===== src/rtl/key_conditioner.sv =====
// key_conditioner: synchronises, debounces and conditions push-button inputs.
// Produces clean levels, one-cycle press/release pulses and optional
// hold-to-repeat press pulses, with every key handled independently.
module key_conditioner #(
  parameter int N_KEYS       = 5,
  parameter int DEB_CYCLES   = 500000,
  parameter int REPEAT_DELAY = 25000000,
  parameter int REPEAT_RATE  = 5000000,
  parameter int CNT_W        = 25
) (
  input  logic              sysclk,
  input  logic              rst,
  input  logic [N_KEYS-1:0] keys_raw,
  input  logic [N_KEYS-1:0] repeat_en,
  output logic [N_KEYS-1:0] keys_level,
  output logic [N_KEYS-1:0] keys_press,
  output logic [N_KEYS-1:0] keys_release,
  output logic              any_held
);

  typedef enum logic [1:0] {
    RELEASED    = 2'd0,
    HELD_DELAY  = 2'd1,
    HELD_REPEAT = 2'd2
  } rpt_state_t;

  localparam logic [CNT_W-1:0] CNT_ONE  = CNT_W'(1);
  localparam logic [CNT_W-1:0] DEB_LAST = CNT_W'(DEB_CYCLES - 1);
  localparam logic [CNT_W-1:0] DLY_LAST = CNT_W'(REPEAT_DELAY - 1);
  localparam logic [CNT_W-1:0] RTE_LAST = CNT_W'(REPEAT_RATE - 1);

  logic [N_KEYS-1:0] sync1;
  logic [N_KEYS-1:0] sync2;

  logic [CNT_W-1:0] deb_cnt      [N_KEYS];
  logic [CNT_W-1:0] deb_cnt_next [N_KEYS];
  logic [CNT_W-1:0] rpt_cnt      [N_KEYS];
  logic [CNT_W-1:0] rpt_cnt_next [N_KEYS];
  rpt_state_t       state        [N_KEYS];
  rpt_state_t       state_next   [N_KEYS];

  logic [N_KEYS-1:0] level_next;
  logic [N_KEYS-1:0] press_next;
  logic [N_KEYS-1:0] release_next;
  logic [N_KEYS-1:0] rise;
  logic [N_KEYS-1:0] fall;

  // Two-flop synchroniser bringing the asynchronous buttons into sysclk.
  always_ff @(posedge sysclk) begin
    if (rst) begin
      sync1 <= '0;
      sync2 <= '0;
    end else begin
      sync1 <= keys_raw;
      sync2 <= sync1;
    end
  end

  // Per-key debounce counter and repeat FSM next-state; release beats repeat.
  always_comb begin
    level_next   = keys_level;
    press_next   = '0;
    release_next = '0;
    rise         = '0;
    fall         = '0;
    for (int k = 0; k < N_KEYS; k++) begin
      deb_cnt_next[k] = '0;
      rpt_cnt_next[k] = rpt_cnt[k];
      state_next[k]   = state[k];

      if (sync2[k] != keys_level[k]) begin
        if (deb_cnt[k] == DEB_LAST) begin
          level_next[k] = sync2[k];
        end else begin
          deb_cnt_next[k] = deb_cnt[k] + CNT_ONE;
        end
      end

      rise[k] = level_next[k] & ~keys_level[k];
      fall[k] = keys_level[k] & ~level_next[k];

      if (fall[k]) begin
        release_next[k] = 1'b1;
        state_next[k]   = RELEASED;
        rpt_cnt_next[k] = '0;
      end else begin
        case (state[k])
          RELEASED: begin
            if (rise[k]) begin
              press_next[k]   = 1'b1;
              state_next[k]   = HELD_DELAY;
              rpt_cnt_next[k] = '0;
            end
          end
          HELD_DELAY: begin
            if (!repeat_en[k]) begin
              rpt_cnt_next[k] = '0;
            end else if (rpt_cnt[k] == DLY_LAST) begin
              press_next[k]   = 1'b1;
              rpt_cnt_next[k] = '0;
              state_next[k]   = HELD_REPEAT;
            end else begin
              rpt_cnt_next[k] = rpt_cnt[k] + CNT_ONE;
            end
          end
          HELD_REPEAT: begin
            if (!repeat_en[k]) begin
              rpt_cnt_next[k] = '0;
              state_next[k]   = HELD_DELAY;
            end else if (rpt_cnt[k] == RTE_LAST) begin
              press_next[k]   = 1'b1;
              rpt_cnt_next[k] = '0;
            end else begin
              rpt_cnt_next[k] = rpt_cnt[k] + CNT_ONE;
            end
          end
          default: begin
            state_next[k]   = RELEASED;
            rpt_cnt_next[k] = '0;
          end
        endcase
      end
    end
  end

  // State, counters and registered outputs; reset silently drops held keys.
  always_ff @(posedge sysclk) begin
    if (rst) begin
      keys_level   <= '0;
      keys_press   <= '0;
      keys_release <= '0;
      any_held     <= 1'b0;
      for (int k = 0; k < N_KEYS; k++) begin
        deb_cnt[k] <= '0;
        rpt_cnt[k] <= '0;
        state[k]   <= RELEASED;
      end
    end else begin
      keys_level   <= level_next;
      keys_press   <= press_next;
      keys_release <= release_next;
      any_held     <= |level_next;
      for (int k = 0; k < N_KEYS; k++) begin
        deb_cnt[k] <= deb_cnt_next[k];
        rpt_cnt[k] <= rpt_cnt_next[k];
        state[k]   <= state_next[k];
      end
    end
  end

endmodule


===== config.mk =====
export PLATFORM = sky130hd
export DESIGN_NAME = key_conditioner
export DESIGN_NICKNAME = d
export VERILOG_FILES = /design/src/rtl/key_conditioner.sv
export SDC_FILE = /design/constraint.sdc
export NUM_CORES = 1
export LEC_CHECK = 0
export ABC_AREA = 1
export CAP_MARGIN = 20
export CORE_MARGIN = 8
export CORE_UTILIZATION = 63
export CTS_CLUSTER_SIZE = 24
export DETAILED_ROUTE_END_ITERATION = 6
export GPL_TIMING_DRIVEN = 0
export PLACE_DENSITY_LB_ADDON = 0.05
export RECOVER_POWER = 50
export SETUP_SLACK_MARGIN = 0.3
export SLEW_MARGIN = 25
export SYNTH_ARGS = -nofsm -noshare
export SYNTH_HDL_FRONTEND = slang
export SYNTH_SLANG_ARGS = --single-unit

===== constraint.sdc =====
create_clock -name sysclk -period 4.3 [get_ports sysclk]
set_clock_uncertainty 0.2 [all_clocks]
set_input_delay 1.29 -clock sysclk [delete_from_list [all_inputs] [get_ports sysclk]]
set_output_delay 1.29 -clock sysclk [all_outputs]
set_load 0.05 [all_outputs]

### Word level (Yosys, flattened, before mapping)

Memory sizes are Yosys's and may differ from the RTL's.
Cells that the tools add are included.

* add/sub/neg operators: 10
* equality and inequality tests: 30
* mux-type cells: 138
* bitwise logic cells: 35
* reduce and logical (&&, ||, !) cells: 11

Operators by type and width (count)
* $mux 25: 50
* $pmux 25 s3: 5
* $add 25x1->25 const B: 10
* $eq 25x19->1 const B: 5
* $eq 25x23->1 const B: 5
* $eq 25x25->1 const B: 5
* $mux 2: 30
* $mux 1: 43
* $pmux 2 s3: 5
* $or 1x1->1: 15
* $pmux 1 s3: 5
* $and 1x1->1: 10
* $eq 2x1->1 const B: 5
* $eq 2x2->1 const B: 5
* $logic_not 2->1: 5
* $not 1->1: 10
* $reduce_or 2->1: 5
* $ne 1x1->1: 5
* $reduce_or 5->1: 1

* register bits after elaboration: 26
* RAM bits: 260
* input port bits: 12
* word-level logic and storage cells: 237
* memories: 3

Memory list
* deb_cnt: depth 5, width 25, read ports 5, clocked after memory_dff 0, write ports 5, line 35 `logic [CNT_W-1:0] deb_cnt [N_KEYS];`
* rpt_cnt: depth 5, width 25, read ports 5, clocked after memory_dff 0, write ports 5, line 37 `logic [CNT_W-1:0] rpt_cnt [N_KEYS];`
* state: depth 5, width 2, read ports 5, clocked after memory_dff 0, write ports 5, line 39 `rpt_state_t state [N_KEYS];`

### Logic depth before layout (Yosys ltp)

* depth after elaboration: 8
* gate-level depth with buffers: 14
* depth with buffers taken out: 13

### Least setup slack after synthesis

OpenSTA, ideal clock, no wires.

* kind: input-to-reg
* start point: input rst
* end point: memory deb_cnt[0][8]
* setup time: 78 ps
* data arrival time: 2194 ps
* required time: 4022 ps
* path slack: 1829 ps
* stages on the path: 6
* buffers on the path: 1
* path through: a21oi_1 -> o21ai_0 -> nor2_4 -> clkinv_1 -> buf_2 -> nor3_1

RTL lines
* from (decl): line 12 `input logic rst,`
* to (decl): line 35

==> out/results.ini <==
[clock_tree]
clkTransAtPathRegs_ns=0.06
cts_buffers=31
cts_tree=done
clkLatencyLatePin_ns=0.55
h-tree-depth=1
clkSinkCount=286
root_buffer=clkbuf_16
cts_max_path_buffers=3
holdBufCountCts=0
cts_setup_buffers=0
cts-resized-gates=0

[worst_setup_path]
path_max_fanout=10
criticalPathCategory=input pin to flop
reg2reg_depth=11
startpoint_type=input pin
cp_slowest_cell=dlygate4sd3_1
r2r_slack_ns=1.51
cp-end-kind=flop
worstReg2RegStart=deb_cnt[0][25]
required_ns=4.58
path_cells=dlygate4sd3_1, inv_1, nand2_1, inv_1, clkbuf_1, nand2_1, a21oi_1
timing.rr.end=rpt_cnt[0][33]
slowest_delay_ns=0.71
arrival_ns=3.79

[logic_synthesis]
async_flop_share=0
synthTopCellsByCount=nand2_1, nor2_1, inv_1
syn_area_um2=16300
synth_edf_count=0
yosysWarningCount=0
synth_nets=2588
synthFlopType=dfxtp_1
yosys-top-cells-area=dfxtp_1, nand2_1, nor2_1
synth_top_cell_by_area=dfxtp_1
synth_most_common_cell=nand2_1
postSynthRegisterBits=286
seq_area_frac_synth=0.352
ys_types=48
netlist.area_leader.share=0.352
syn_avg_cell_area_um2=6.38
postSynthCellCount=2546

[power]
p_sw_w=0.00116
swShare=0.202
p_int_w=0.00459
p_seq_frac=0.463
clkPwrFrac=0.522
p_total_w=0.00575
power.density_nw_per_um2=318
leakage_nw=6.83
combPwrFrac=0.015
peakVddDrop_mv=0.350

[drt]
dr.pass1.iters=5
wl_met3_um=1920
postRouteAntennaNets=0
drt_iter0_drc=1325
post-route-drc-count=0
wl_met1_um=18900
top_layer=met4
wl_per_cell_um=13.8
finalWirelength_um=40700
wl_met2_um=19200
viasPerCell=5.52
vias=16300

[run]
timing.max_cap.violations=0

[global_routing]
grt_usage=0.257
grt_start_max_net_pins=15
overflow=0
grt_pass1_vias=15300
grt_antenna_before_repair=0
grt_pass1_wl_um=69300

[place]
dp_cells=2903
gp_congestion=0.978
dpl.hpwl_um=29600
port_buffers=27
dpl_cell_area_um2=16900

[floorplanning]
start_util=0.644
die_area_um2=31200
io-pin-count=28
rows=58
core_area_um2=25300
die_x_um=177
die_height_um=177

[cells_and_area]
area_growth_pct=11.1
fin_util=0.715
fillerInstances=2136
multi_input_area_um2=8960
drive_gt1_frac=0.0555
nNetsFinal=2648
design_area_um2=18100
num_antenna_cells=0
finalNonFillerCells=2960
regArea_um2=5730

[timing]
relSlewSlack=0.570
rsz0062_at_grt=no
finalHoldViolCount=0
worst_slew_pin_slew_ns=0.643
fmax_mhz=285
fin_crit_sh=0.815
finalSetupTns_ns=0
setup_viol=0
period_minus_slack_ns=3.50
drv_slew=0

[worst_hold_path]
worstHoldEndpoint=sync2[4]
hold_path_class=flop to flop
hold_path_startpoint=sync1[4]
hold_depth=2

[run_status]
status=complete, no violations

## sequential cells by signal (all words and copies together) (netlist names)
register      cells
keys_release      5
state            10
deb_cnt         125
rpt_cnt         125
sync1             5
keys_level        5
keys_press        5
any_held          1
sync2             5
## critical path, delay by kind of cell
kind,cells,cell delay [ns]
compound gates,1,0.14
buf+inv,4,1.92
simple gates,2,0.41
## layout make-up
type                    count  area share
clock buffers              43      0.0488
multi-input cells        1878       0.496
inverters                 340      0.0707
flip-flops and latches    286       0.317
well taps                 330      0.0229
clock inverters            14      0.0155
repair buffers             27      0.0150
plain buffers              42      0.0137
## worst max-delay path by stage
| stage | start | end | slack, ns | depth (start not counted) |
|---|---|---|---|---|
| after detailed placement | rst | rpt_cnt[0][33] | 0.50 | 7 |
| after CTS | keys_level[1] | keys_level[1] | 0.90 | 1 |
| after global placement | rst | rpt_cnt[0][33] | 0.53 | 7 |
| final | rst | rpt_cnt[0][33] | 0.80 | 7 |
| after floorplan | rst | deb_cnt[0][8] | 1.83 | 6 |
| after global routing | rst | rpt_cnt[0][33] | 0.67 | 7 |
## metrics by stage
step,hold WS [ns],setup slack [ns]
final,0.215,0.796
after detailed placement,0.200,0.498
after CTS,0.219,0.904
after global routing,0.234,0.670
after global placement,0.193,0.532
after floorplan,0.188,1.83
## placed cells by master (no fill, tap or decap), drive strengths merged, types with 2 or more instances in the layout
master,instances
a211oi,5
a21boi,2
a21oi,144
a31oi,12
and2,3
and3,6
buf,27
bufinv,8
clkbuf,58
clkdlybuf4s50,26
clkinv,7
dfxtp,286
ha,30
inv,338
nand2,596
nand3,225
nand3b,9
nand4,84
nor2,483
nor3,109
nor3b,19
nor4,14
nor4b,2
o21a,10
o21ai,51
o21bai,2
or2,17
xnor2,5
xor2,47
## routing by layer
layer / GRT usage / up-vias
li1: - / 8320
met1: 0.330 / 7505
met2: 0.454 / 452
met3: 0.0275 / 63
met4: 0.0592 / 0
met5: 0 / -
## logic make-up after synthesis
| logic type | count (synthesis) | share of synthesized area |
|---|---|---|
| buf+inv | 382 | 0.0944 |
| simple gates | 1567 | 0.427 |
| fa+ha+maj | 30 | 0.0231 |
| xor+xnor | 52 | 0.0280 |
| compound gates | 229 | 0.0750 |
| flops | 286 | 0.352 |
## power groups by stage
stage,combinational [W],sequential [W],clock [W]
after floorplan,0.0000523,0.00272,0
after global placement,0.0000896,0.00272,0
final,0.0000876,0.00266,0.00300
after global routing,0.0000968,0.00266,0.00314
after CTS,0.0000915,0.00266,0.00303
after detailed placement,0.0000907,0.00272,0
Note: power is estimated with default switching activity, not from simulation.
